[src/rtl/l1d_down_lat_order_fifo.sv]
// l1d_down_lat_order_fifo: allocation-order FIFO of entry indices for in-order return.
module l1d_down_lat_order_fifo #(
    parameter int DEPTH = 8
) (
    input  logic                     clk,
    input  logic                     rst,
    input  logic                     push,
    input  logic [$clog2(DEPTH)-1:0] push_idx,
    input  logic                     pop,
    output logic [$clog2(DEPTH)-1:0] head,
    output logic                     empty
);
    localparam int IW = $clog2(DEPTH);
    localparam int PW = IW + 1;

    logic [IW-1:0] mem [DEPTH];
    logic [PW-1:0] wp, rp;

    // the extra pointer bit separates full from empty; the parent's cnt guards overflow
    assign empty = wp == rp;
    assign head  = mem[rp[IW-1:0]];

    always_ff @(posedge clk or posedge rst) begin
        if (rst) begin
            wp <= '0;
            rp <= '0;
        end else begin
            if (push) wp <= wp + PW'(1);
            if (pop) rp <= rp + PW'(1);
        end
    end

    always_ff @(posedge clk) begin
        if (push) mem[wp[IW-1:0]] <= push_idx;
    end
endmodule

[config.mk]
export PLATFORM = sky130hd
export DESIGN_NAME = l1d_down_lat_order_fifo
export DESIGN_NICKNAME = d
export VERILOG_FILES = /design/src/rtl/l1d_down_lat_order_fifo.sv
export SDC_FILE = /design/constraint.sdc
export NUM_CORES = 1
export LEC_CHECK = 0
export BUFFER_PORTS_ARGS = -buffer_cell sky130_fd_sc_hd__buf_2
export CAP_MARGIN = 25
export CORE_MARGIN = 3
export CORE_UTILIZATION = 55
export CTS_CLUSTER_DIAMETER = 100
export DETAILED_ROUTE_END_ITERATION = 12
export GPL_TIMING_DRIVEN = 0
export PLACE_DENSITY = 0.74
export SLEW_MARGIN = 20
export SYNTH_ARGS = -nofsm -noshare
export SYNTH_HDL_FRONTEND = slang
export SYNTH_SLANG_ARGS = --single-unit
[constraint.sdc]
create_clock -name clk -period 1.7 [get_ports clk]
set_input_delay 0.255 -clock clk [delete_from_list [all_inputs] [get_ports clk]]
set_output_delay 0.255 -clock clk [all_outputs]
set_load 0.005 [all_outputs]
==> results.py <==
metrics = {
    "drt": {
        "detail_route.wl_per_cell_um": 17.1,
        "violation_count_after_the_first_detailed_route_iteration": 25,
        "via_to_cell_ratio": 5.49,
        "route.detailed.drc": 0,
        "overall_via_count_from_detail_route": 697,
        "drt_pre_antenna_iters": 4,
        "detail_route.wirelength_mm": 2.17,
        "ant_nets": 0,
    },
    "synth": {
        "synth_cell_types": 16,
        "synth.top_cell.area_share_pct": 52.9,
        "yosys_register_bits": 32,
        "syn_area_um2": 1360,
        "synthesis.nets": 88,
        "synth_seq_area_share_pct": 67.6,
        "netlist.top_cell.by_area": "sky130_fd_sc_hd__edfxtp_1",
        "ys_warn_count": 0,
        "postSynthCellCount": 79,
        "synth_top_cells_by_area": "sky130_fd_sc_hd__edfxtp_1 (53%), sky130_fd_sc_hd__dfrtp_1 (15%), sky130_fd_sc_hd__mux4_1 (12%), sky130_fd_sc_hd__mux2_2 (4.1%), sky130_fd_sc_hd__xor2_1 (3.9%)",
        "average_instance_area_after_synthesis_um2": 17.2,
    },
    "placement": {
        "place_area_um2": 1450,
        "hpwlAfterDp_mm": 1.49,
        "place.gp.congestion": 0.764,
        "port_buffers": 10,
    },
    "global_route": {
        "gr-usage-all-layers_pct": 16.6,
        "via_count_of_the_first_global_routing_pass": 753,
        "grt_first_pass_wirelength_mm": 3.66,
        "globalRoute.totalOverflow": 0,
        "antenna_found_initial": 0,
        "grt_start_max_net_pins": 11,
    },
    "setup_path": {
        "worst-endpoint-required_ps": 1440,
        "worst_setup_path_start_kind": "register",
        "crit_path_top_delay_cell": "sky130_fd_sc_hd__mux4_2",
        "critical_path.most_common_cell": "sky130_fd_sc_hd__buf_6",
        "max_stage_delay_ps": 520,
        "path_class": "register to primary output",
        "critical_path_buf_inv_count": 2,
        "cp_max_fo": 7,
        "crit_arrival_ps": 1770,
        "path_delay_family": "multiplexers",
        "critical_path.cell_chain": "buf_6 -> mux4_2 -> mux2_4 -> buf_6",
        "critPathCaptureType": "primary output",
    },
    "floorplanning": {
        "ios": 11,
        "rows": 17,
        "initial_utilization_pct": 59.9,
        "core-area_um2": 2280,
        "overall_die_width_um": 55.8,
        "die-area_um2": 3110,
        "die_y_um": 55.8,
    },
    "timing": {
        "timing.fmax_ghz": 0.494,
        "finalSetupTns_ps": -1150,
        "final.setup_skew_ps": 10.2,
        "timing.final.crit_period_ps": 2020,
        "finalSetupViolations": 4,
        "final.setup.worst_slack_ps": -325,
        "hold-worst-slack_ps": 154,
        "worstMarginPinSlew_ps": 467,
        "period_utilization_pct": 119,
        "slew_headroom_pct": 68.7,
        "rsz0062_at_grt": "yes",
        "maxSlewViolCount": 0,
        "report.final.hold_viol_count": 0,
    },
    "hold_path": {
        "worstHoldPathType": "input port to register",
    },
    "run": {
        "max_cap_viol_count": 0,
    },
    "cts": {
        "cts-root-buf": "sky130_fd_sc_hd__clkbuf_4",
        "clk_pin_slew_worst_paths_ps": 90,
        "htree_num_levels": 2,
        "tritoncts": "yes",
        "clk_latency_ps": 330,
        "tritoncts_num_sinks": 32,
        "clock_path_buffers": 2,
        "number_of_buffers_created_by_cts": 5,
    },
    "finish": {
        "post_route_cells_drive_above_1_share_pct": 36.4,
        "most_common_library_cell_in_the_layout_ignoring_fill_and_taps": "sky130_fd_sc_hd__edfxtp_1",
        "final_nets": 107,
        "design_area_um2": 1560,
        "final_cell_mix": "sky130_fd_sc_hd__edfxtp_1 (24), sky130_fd_sc_hd__buf_2 (8), sky130_fd_sc_hd__xor2_1 (6), sky130_fd_sc_hd__mux4_2 (6), sky130_fd_sc_hd__dfrtp_1 (6)",
        "insertedDiodeCount": 0,
        "p_r_area_growth_vs_syn_pct": 14.5,
    },
    "power": {
        "power.density_nw_per_um2": 1750,
        "p_leak_nw": 0.590,
        "ir_drop_uv": 1340,
    },
    "outcome": {
        "run_status": "finished, violations left",
        "failed_checks": "setup timing",
    },
}
-- metrics by stage --
step,util (%),std cells,power [mW],setup WS (ps)
2_1_floorplan,-,79,1.78,160
3_3_place_gp,63.6,117,1.97,-46.1
3_5_place_dp,63.6,117,2.02,-50.7
4_1_cts,67.8,126,2.71,-356
5_1_grt,68.6,127,2.92,-425
6_report,68.6,127,2.74,-325
-- cell usage after synthesis --
cell type,number
sky130_fd_sc_hd__nand4_1,2
sky130_fd_sc_hd__nor4_1,1
sky130_fd_sc_hd__nor3_1,2
sky130_fd_sc_hd__ha_1,2
sky130_fd_sc_hd__clkbuf_1,4
sky130_fd_sc_hd__dfrtp_1,8
sky130_fd_sc_hd__mux2_2,5
sky130_fd_sc_hd__nor2_1,5
sky130_fd_sc_hd__inv_1,2
sky130_fd_sc_hd__nand2b_1,3
sky130_fd_sc_hd__xor2_1,6
sky130_fd_sc_hd__mux4_1,6
sky130_fd_sc_hd__buf_6,1
sky130_fd_sc_hd__nand2_1,4
sky130_fd_sc_hd__edfxtp_1,24
sky130_fd_sc_hd__xnor2_1,4
-- area by class of cell --
| class | instances | area [µm²] |
|---|---|---|
| Fill cell | 162 | 716 |
| Clock inverter | 2 | 35.0 |
| Buffer | 1 | 11.3 |
| Timing Repair Buffer | 16 | 114 |
| Sequential cell | 32 | 923 |
| Inverter | 2 | 7.51 |
| Clock buffer | 6 | 41.3 |
| Multi-Input combinational cell | 40 | 393 |
| Tap cell | 28 | 35.0 |
-- cells by family after synthesis --
kind of cell / count (synthesis) / synth area share (%)
flops: 32 / 67.6
simple gates: 17 / 5.97
mux: 11 / 15.7
xor+xnor: 10 / 6.43
buf+inv: 7 / 2.48
fa+ha+maj: 2 / 1.84
-- flip-flops by register name (all words and copies together), names as in the netlist --
| register | cells |
|---|---|
| mem | 24 |
| rp | 4 |
| wp | 4 |
-- worst reg2reg max path: stages, from the launching register on --
cell and delay (ps):
sky130_fd_sc_hd__dfrtp_1 460, sky130_fd_sc_hd__nand2b_1 230, sky130_fd_sc_hd__nor3_1 390
-- per-layer routing --
layer,up-vias,wire length (µm),track usage [%]
li1,328,-,-
met3,5,95,6.50
met1,349,933,20.2
met4,0,48,8.33
met5,-,0,0
met2,15,1090,25.7
-- what timing repair did --
| action | CTS | global route |
|---|---|---|
| resized for setup | 11 | 3 |
| endpoints found under the setup margin | 4 | 4 |
| pin swaps | 1 | 1 |
| hold buffers | 1 | 0 |
| endpoints found under the hold margin | 8 | 0 |
| setup buffers | 4 | 2 |
-- power breakdown --
part	internal [mW]	leakage [nW]	switching, mW
sequential	1.03	0.310	0.208
clock	0.308	0.0422	0.240
combinational	0.595	0.238	0.352
total	1.94	0.590	0.799
-- final timing paths --
| path | startpoint | to | slack, ps | cells after the start |
|---|---|---|---|---|
| max | rp[0] | head[0] | -320 | 4 |
| min | pop | rp[0] | 150 | 2 |
| max reg2reg | wp[0] | mem[0][2] | 270 | 2 |
| min reg2reg | wp[3] | wp[3] | 510 | 1 |
| max in group asynchronous | rst | rp[2] | 1050 | 3 |
| min in group asynchronous | rst | wp[1] | 400 | 3 |
No activity file was read; power rests on OpenSTA's default activity.
